## src/rtl/ex_mem_pkg.sv

```systemverilog
// Shared types for the EX/MEM pipeline register: bus widths, the packed
// stage bundle and the skid-buffer state encoding.
package ysyx_23060251_pkg;

  localparam int REG_BUS  = 32;
  localparam int RS_BUS   = 5;
  localparam int MASK_BUS = 8;
  localparam int SYS_BUS  = 4;

  typedef struct packed {
    logic [REG_BUS-1:0]  alu_result;
    logic [REG_BUS-1:0]  csr_wdata;
    logic [REG_BUS-1:0]  src2;
    logic [RS_BUS-1:0]   rd;
    logic                wen_reg;
    logic                wen_csr;
    logic                wen_mem;
    logic                ren_mem;
    logic                is_load_signed;
    logic [MASK_BUS-1:0] mask;
    logic [SYS_BUS-1:0]  sys_info;
  } ex_mem_bundle_t;

  localparam int BUNDLE_W = $bits(ex_mem_bundle_t);

  typedef enum logic [1:0] {
    EMPTY = 2'd0,
    ONE   = 2'd1,
    TWO   = 2'd2
  } skid_state_t;

endpackage

```

## src/rtl/ex_mem_if.sv

```systemverilog
// Valid/ready/data channel used on both sides of the skid buffer.
interface ex_mem_if
  import ysyx_23060251_pkg::*;
#(
  parameter int DATA_WIDTH = BUNDLE_W
) ();

  logic                  valid;
  logic                  ready;
  logic [DATA_WIDTH-1:0] data;

  modport master (output valid, output data, input ready);
  modport slave  (input valid, input data, output ready);

endinterface

```

## src/rtl/ex_mem_skid_buf.sv

```systemverilog
// Two-entry skid buffer: main entry drives the output, skid entry absorbs one
// extra bundle so ready never depends combinationally on downstream ready.
module skid_buf
  import ysyx_23060251_pkg::*;
#(
  parameter int DATA_WIDTH = BUNDLE_W
) (
  input  logic     clk_i,
  input  logic     rst_i,
  input  logic     flush_i,
  ex_mem_if.slave  up_port,
  ex_mem_if.master dn_port
);

  skid_state_t           state_r;
  logic [DATA_WIDTH-1:0] main_r;
  logic [DATA_WIDTH-1:0] skid_r;
  logic                  ready_r;
  logic                  valid_r;
  logic                  accept_s;
  logic                  deliver_s;

  assign accept_s      = up_port.valid & ready_r;
  assign deliver_s     = valid_r & dn_port.ready;
  assign up_port.ready = ready_r;
  assign dn_port.valid = valid_r;
  assign dn_port.data  = main_r;

  // State, handshake flags and entries; flush empties without touching data.
  always_ff @(posedge clk_i) begin
    if (rst_i) begin
      state_r <= EMPTY;
      ready_r <= 1'b1;
      valid_r <= 1'b0;
      main_r  <= '0;
      skid_r  <= '0;
    end else if (flush_i) begin
      state_r <= EMPTY;
      ready_r <= 1'b1;
      valid_r <= 1'b0;
    end else begin
      case (state_r)
        EMPTY: begin
          if (accept_s) begin
            main_r  <= up_port.data;
            state_r <= ONE;
            valid_r <= 1'b1;
            ready_r <= 1'b1;
          end else begin
            state_r <= EMPTY;
          end
        end
        ONE: begin
          if (accept_s && !deliver_s) begin
            skid_r  <= up_port.data;
            state_r <= TWO;
            ready_r <= 1'b0;
          end else if (accept_s && deliver_s) begin
            main_r  <= up_port.data;
          end else if (deliver_s) begin
            state_r <= EMPTY;
            valid_r <= 1'b0;
          end else begin
            state_r <= ONE;
          end
        end
        TWO: begin
          // Skid is always younger than main, so it moves up on delivery.
          if (deliver_s) begin
            main_r  <= skid_r;
            state_r <= ONE;
            ready_r <= 1'b1;
          end else begin
            state_r <= TWO;
          end
        end
        default: begin
          state_r <= EMPTY;
          ready_r <= 1'b1;
          valid_r <= 1'b0;
        end
      endcase
    end
  end

endmodule

```

## src/rtl/ex_mem.sv

```systemverilog
// EX/MEM pipeline register: packs the EXU outputs into one bundle, buffers it
// in a skid buffer and presents it to MEM with enables gated by valid.
module ex_mem
  import ysyx_23060251_pkg::*;
(
  input  logic                clk_i,
  input  logic                rst_i,
  input  logic [REG_BUS-1:0]  e_alu_result_i,
  input  logic [REG_BUS-1:0]  e_csr_wdata_i,
  input  logic [REG_BUS-1:0]  e_src2_i,
  input  logic [RS_BUS-1:0]   e_rd_i,
  input  logic                e_wenReg_i,
  input  logic                e_wenCsr_i,
  input  logic                e_wenMem_i,
  input  logic                e_renMem_i,
  input  logic                e_is_load_signed_i,
  input  logic [MASK_BUS-1:0] e_mask_i,
  input  logic [SYS_BUS-1:0]  e_sys_info_i,
  input  logic                e_valid_i,
  output logic                M_ready_o,
  output logic [REG_BUS-1:0]  m_alu_result_o,
  output logic [REG_BUS-1:0]  m_csr_wdata_o,
  output logic [REG_BUS-1:0]  m_src2_o,
  output logic [RS_BUS-1:0]   m_rd_o,
  output logic                m_wenReg_o,
  output logic                m_wenCsr_o,
  output logic                m_wenMem_o,
  output logic                m_renMem_o,
  output logic                m_is_load_signed_o,
  output logic [MASK_BUS-1:0] m_mask_o,
  output logic [SYS_BUS-1:0]  m_sys_info_o,
  output logic                M_valid_o,
  input  logic                m_ready_i,
  input  logic                flush_i
);

  ex_mem_bundle_t in_s;
  ex_mem_bundle_t out_s;

  ex_mem_if #(.DATA_WIDTH(BUNDLE_W)) up_if ();
  ex_mem_if #(.DATA_WIDTH(BUNDLE_W)) dn_if ();

  // Pack the EXU fields into one atomic bundle.
  always_comb begin
    in_s                = '0;
    in_s.alu_result     = e_alu_result_i;
    in_s.csr_wdata      = e_csr_wdata_i;
    in_s.src2           = e_src2_i;
    in_s.rd             = e_rd_i;
    in_s.wen_reg        = e_wenReg_i;
    in_s.wen_csr        = e_wenCsr_i;
    in_s.wen_mem        = e_wenMem_i;
    in_s.ren_mem        = e_renMem_i;
    in_s.is_load_signed = e_is_load_signed_i;
    in_s.mask           = e_mask_i;
    in_s.sys_info       = e_sys_info_i;
  end

  assign up_if.valid = e_valid_i;
  assign up_if.data  = in_s;
  assign M_ready_o   = up_if.ready;
  assign dn_if.ready = m_ready_i;
  assign M_valid_o   = dn_if.valid;
  assign out_s       = ex_mem_bundle_t'(dn_if.data);

  skid_buf #(.DATA_WIDTH(BUNDLE_W)) u_skid_buf (
    .clk_i   (clk_i),
    .rst_i   (rst_i),
    .flush_i (flush_i),
    .up_port (up_if),
    .dn_port (dn_if)
  );

  assign m_alu_result_o     = out_s.alu_result;
  assign m_csr_wdata_o      = out_s.csr_wdata;
  assign m_src2_o           = out_s.src2;
  assign m_rd_o             = out_s.rd;
  assign m_is_load_signed_o = out_s.is_load_signed;
  assign m_mask_o           = out_s.mask;
  assign m_sys_info_o       = out_s.sys_info;
  // Stale data is harmless downstream as long as no side-effect enable leaks.
  assign m_wenReg_o         = out_s.wen_reg & dn_if.valid;
  assign m_wenCsr_o         = out_s.wen_csr & dn_if.valid;
  assign m_wenMem_o         = out_s.wen_mem & dn_if.valid;
  assign m_renMem_o         = out_s.ren_mem & dn_if.valid;

endmodule

```

## config.mk

```make
export PLATFORM = sky130hd
export DESIGN_NAME = ex_mem
export DESIGN_NICKNAME = d
export VERILOG_FILES = /design/src/rtl/ex_mem_pkg.sv /design/src/rtl/ex_mem_if.sv /design/src/rtl/ex_mem_skid_buf.sv /design/src/rtl/ex_mem.sv
export SDC_FILE = /design/constraint.sdc
export NUM_CORES = 1
export LEC_CHECK = 0
export CAP_MARGIN = 20
export CORE_MARGIN = 10
export CORE_UTILIZATION = 55
export CTS_CLUSTER_SIZE = 28
export DETAILED_ROUTE_END_ITERATION = 10
export PLACE_DENSITY = 0.94
export SETUP_SLACK_MARGIN = 0.5
export SLEW_MARGIN = 20
export SYNTH_ARGS = -nofsm -noshare
export SYNTH_HDL_FRONTEND = slang
export SYNTH_SLANG_ARGS = --single-unit
```

## constraint.sdc

```tcl
create_clock -name clk_i -period 2.1 [get_ports clk_i]
set_input_delay 0.525 -clock clk_i [delete_from_list [all_inputs] [get_ports clk_i]]
set_output_delay 0.525 -clock clk_i [all_outputs]
set_load 0.02 [all_outputs]
```

==> impl_summary.txt <==
----------------------------------------------------
[CTS]
  Clock slew at the register clock pins of the worst setup and hold paths ... 0.07 ns
  H-tree Lvls ... 1
  Source-to-sink clock delay at the later pin of the worst-skew pair ... 0.51 ns
  Library cell used as clock root buffer ... clkbuf_16
  Number of sinks on the clock net ... 240
  Number of buffers created by CTS ... 25
  Buffers from clock root to sink, at most ... 3
  CTS tree ... built

[Drt]
  Number of DRC markers in iteration 0 ... 1,483
  Vias per cell ... 6.803
  Drt total wl ... 39.66 mm
  Count of vias placed by the detailed router ... 10,930
  Residual antenna-violating net count after detailed routing ... 0
  DRC violation count after routing ... 0
  Detailed Routing Iterations Pass 1 ... 6
  Post-DR wirelength/cell ... 24.70 µm

[Min path]
  Worst Hold Class ... in2reg

[Placed design]
  Final HPWL from detailed placement ... 22.33 mm
  Count of buffers inserted at the top-level ports ... 242
  Cell area after placement ... 13,410 µm²
  Gp weighted congestion ... 0.8052

[Synthesis]
  Cell area after technology mapping ... 11,590 µm²
  Count of cell types in the netlist ... 31
  Post-synthesis sequential element count ... 240
  Instance count of the mapped netlist ... 1,249
  Number of nets produced by synthesis ... 1,372
  Register area share after synthesis ... 0.4146
  Cell taking the most area after synthesis ... dfxtp_1
  Top cells by area in the synthesized netlist ... dfxtp_1 (41%), mux2i_1 (10%), a41oi_1 (8.9%), buf_4 (8.2%), a211oi_1 (6.3%)
  Fraction of post-synthesis cell area in the top cell type by area ... 0.4146
  Average size of a mapped cell ... 9.277 µm²
  Count of yosys warnings during synthesis ... 0

[Timing]
  Worst-Margin Slew ... 0.4041 ns
  Final hold slack ... 0.3995 ns
  Number of failing setup endpoints in the final timing report ... 0
  Share of the clock period used by the worst path ... 0.8179
  RSZ-0062 raised after global routing ... true
  Pins Over Slew Limit ... 0
  Slew margin rel. ... 0.7306
  Final critical path time including I/O delays and setup ... 1.718 ns
  Achievable Freq ... 0.5822 GHz
  Number of endpoints with negative hold slack in the final report ... 0
  Largest clock skew in the final design ... 0.009562 ns
  Post-route setup TNS ... 0 ns

[Die]
  Die extent in y ... 165.1 µm
  Placeable core area ... 20,890 µm²
  Site row count ... 53
  Number of placed I/O pins ... 243
  Total die area ... 27,270 µm²
  Starting density of the core ... 0.5547
  Die X-Extent ... 165.1 µm

[Critical path]
  Critical setup path kind ... reg2out
  Cell-by-cell trace of the critical path ... and2_1 > buf_6
  WP data required ... 1.57 ns
  Type of origin of the critical path ... flip-flop
  CP Capture Type ... primary output
  Largest stage delay on the critical path ... 0.39 ns
  Max Fanout on Critical Path ... 7
  Slowest CP cell ... dfxtp_4
  Crit path DAT ... 1.19 ns

[Power]
  Power density over cell area ... 776.2 nW/µm²
  Leakage power summed over all cells ... 0.005844 µW
  Peak supply drop ... 0.4971 mV
  Overall power after layout ... 11,180 µW

[Global route]
  Total congestion overflow after global routing ... 0
  Number of global-route vias before repair ... 10,700
  Wire length of the first global-routing pass ... 59.73 mm
  All-layer global routing usage ... 0.2674
  Pin count of the biggest net entering global routing ... 85
  Antenna violations before repair ... 4

[Final layout]
  Leading cell types in the layout, fill and taps excluded ... dfxtp_1 (231), a21oi_1 (121), nand3_1 (118), mux2i_1 (118), clkdlybuf4s50_1 (118)
  Final non-filler cell area ... 14,400 µm²
  Area added between synthesis and finish ... 24.25%
  Final Net Count ... 1,433
  Register area ... 4826 µm²
  Area of the multi-input gates ... 5419 µm²
  Share of post-route cells with drive strength above 1 ... 0.2193
  Commonest non-fill, non-tap cell in the layout ... dfxtp_1
  Number of filler cells placed in the layout ... 1,547

[Job]
  Max-cap viol count ... 0

[Run status]
  Result of the run ... finished clean

----------------------------------------------------
[per-layer routing]
| metal | routed length, µm | track usage | vias to the layer above |
|---|---|---|---|
| li1 | - | - | 4753 |
| met1 | 15050 | 0.3346 | 5307 |
| met3 | 3644 | 0.05627 | 153 |
| met2 | 18960 | 0.4291 | 710 |
| met5 | 10 | 0 | - |
| met4 | 1999 | 0.1320 | 2 |
[synthesized netlist by cell type, drive strengths merged]
cell     instances
mux2i          118
nand3b           1
nor2             1
a21boi           1
and4             1
and2             4
nand2            4
nand3          118
and4b            2
a211oi         118
o21ai          119
a21o             4
and3             1
o21a             1
buf            178
inv              2
a41oi          118
dfxtp          240
a211o            1
o2bb2ai          1
nand2b           1
nand4b           1
a21oi          122
clkbuf          92
[worst max-delay path: cells and delay by family (launching register included)]
family,cells,cell delay [ns]
buffers and inverters,1,0.13
AND/OR/NAND/NOR,1,0.16
flip-flops,1,0.39
[where the power goes]
part / switching (µW) / total (µW) / internal, µW
sequential: 137 / 4900 / 4760
clock: 1790 / 4240 / 2450
combinational: 1160 / 2030 / 874
total: 3090 / 11200 / 8090
[path summary, 6_finish.rpt]
kind,end,startpoint,cells past startpoint,slack (ns)
worst min register to register,u_skid_buf.skid_r[3]$_SDFFE_PP0P_,u_skid_buf.skid_r[3]$_SDFFE_PP0P_,2,0.48
worst min-delay path,u_skid_buf.skid_r[109]$_SDFFE_PP0P_,rst_i,2,0.40
worst max-delay path,m_wenCsr_o,u_skid_buf.dn_port.valid$_SDFFE_PP0P_,2,0.38
worst max register to register,u_skid_buf.dn_port.data[97]$_SDFFE_PP0P_,u_skid_buf.dn_port.valid$_SDFFE_PP0P_,6,0.40
[area by class of cell]
cell class / count / share of cell area
flip-flops and latches: 240 / 0.3352
multi-input cells: 737 / 0.3764
repair buffers: 304 / 0.2092
well taps: 275 / 0.02390
clock inverters: 9 / 0.005214
diodes: 4 / 0.0006952
inverters: 2 / 0.0006083
clock buffers: 35 / 0.04884
[stage by stage]
step	cells	utilization	setup slack [ns]
2_1_floorplan	1249	-	0.5133
3_3_place_gp	1536	0.6419	-0.01398
6_report	1606	0.6892	0.3825
3_5_place_dp	1536	0.6419	-0.1171
4_1_cts	1596	0.6712	0.3905
5_1_grt	1605	0.6891	0.3438
[logic make-up (layout without fill, tap and decap cells)]
group	Yosys count	after routing	share of synthesized area
other cells	0	4	0
simple gates	134	134	0.05971
buf+inv	272	350	0.1384
mux	118	118	0.1019
compound gates	485	485	0.2853
flops	240	240	0.4146
[timing repair]
item | in CTS | in global routing
pin swaps | 2 | 34
buffers inserted | 10 | 1
gates resized for setup | 534 | 75
setup endpoints to repair | 352 | 157
gates cloned | 6 | 5
hold buffers | 0 | 0
[registers in the layout, indices dropped and copies added, names as in the netlist]
signal,flops
u_skid_buf.up_port.ready,1
u_skid_buf.state_r,2
u_skid_buf.dn_port.data,118
u_skid_buf.skid_r,118
u_skid_buf.dn_port.valid,1
No activity file was read; power rests on OpenSTA's default activity.
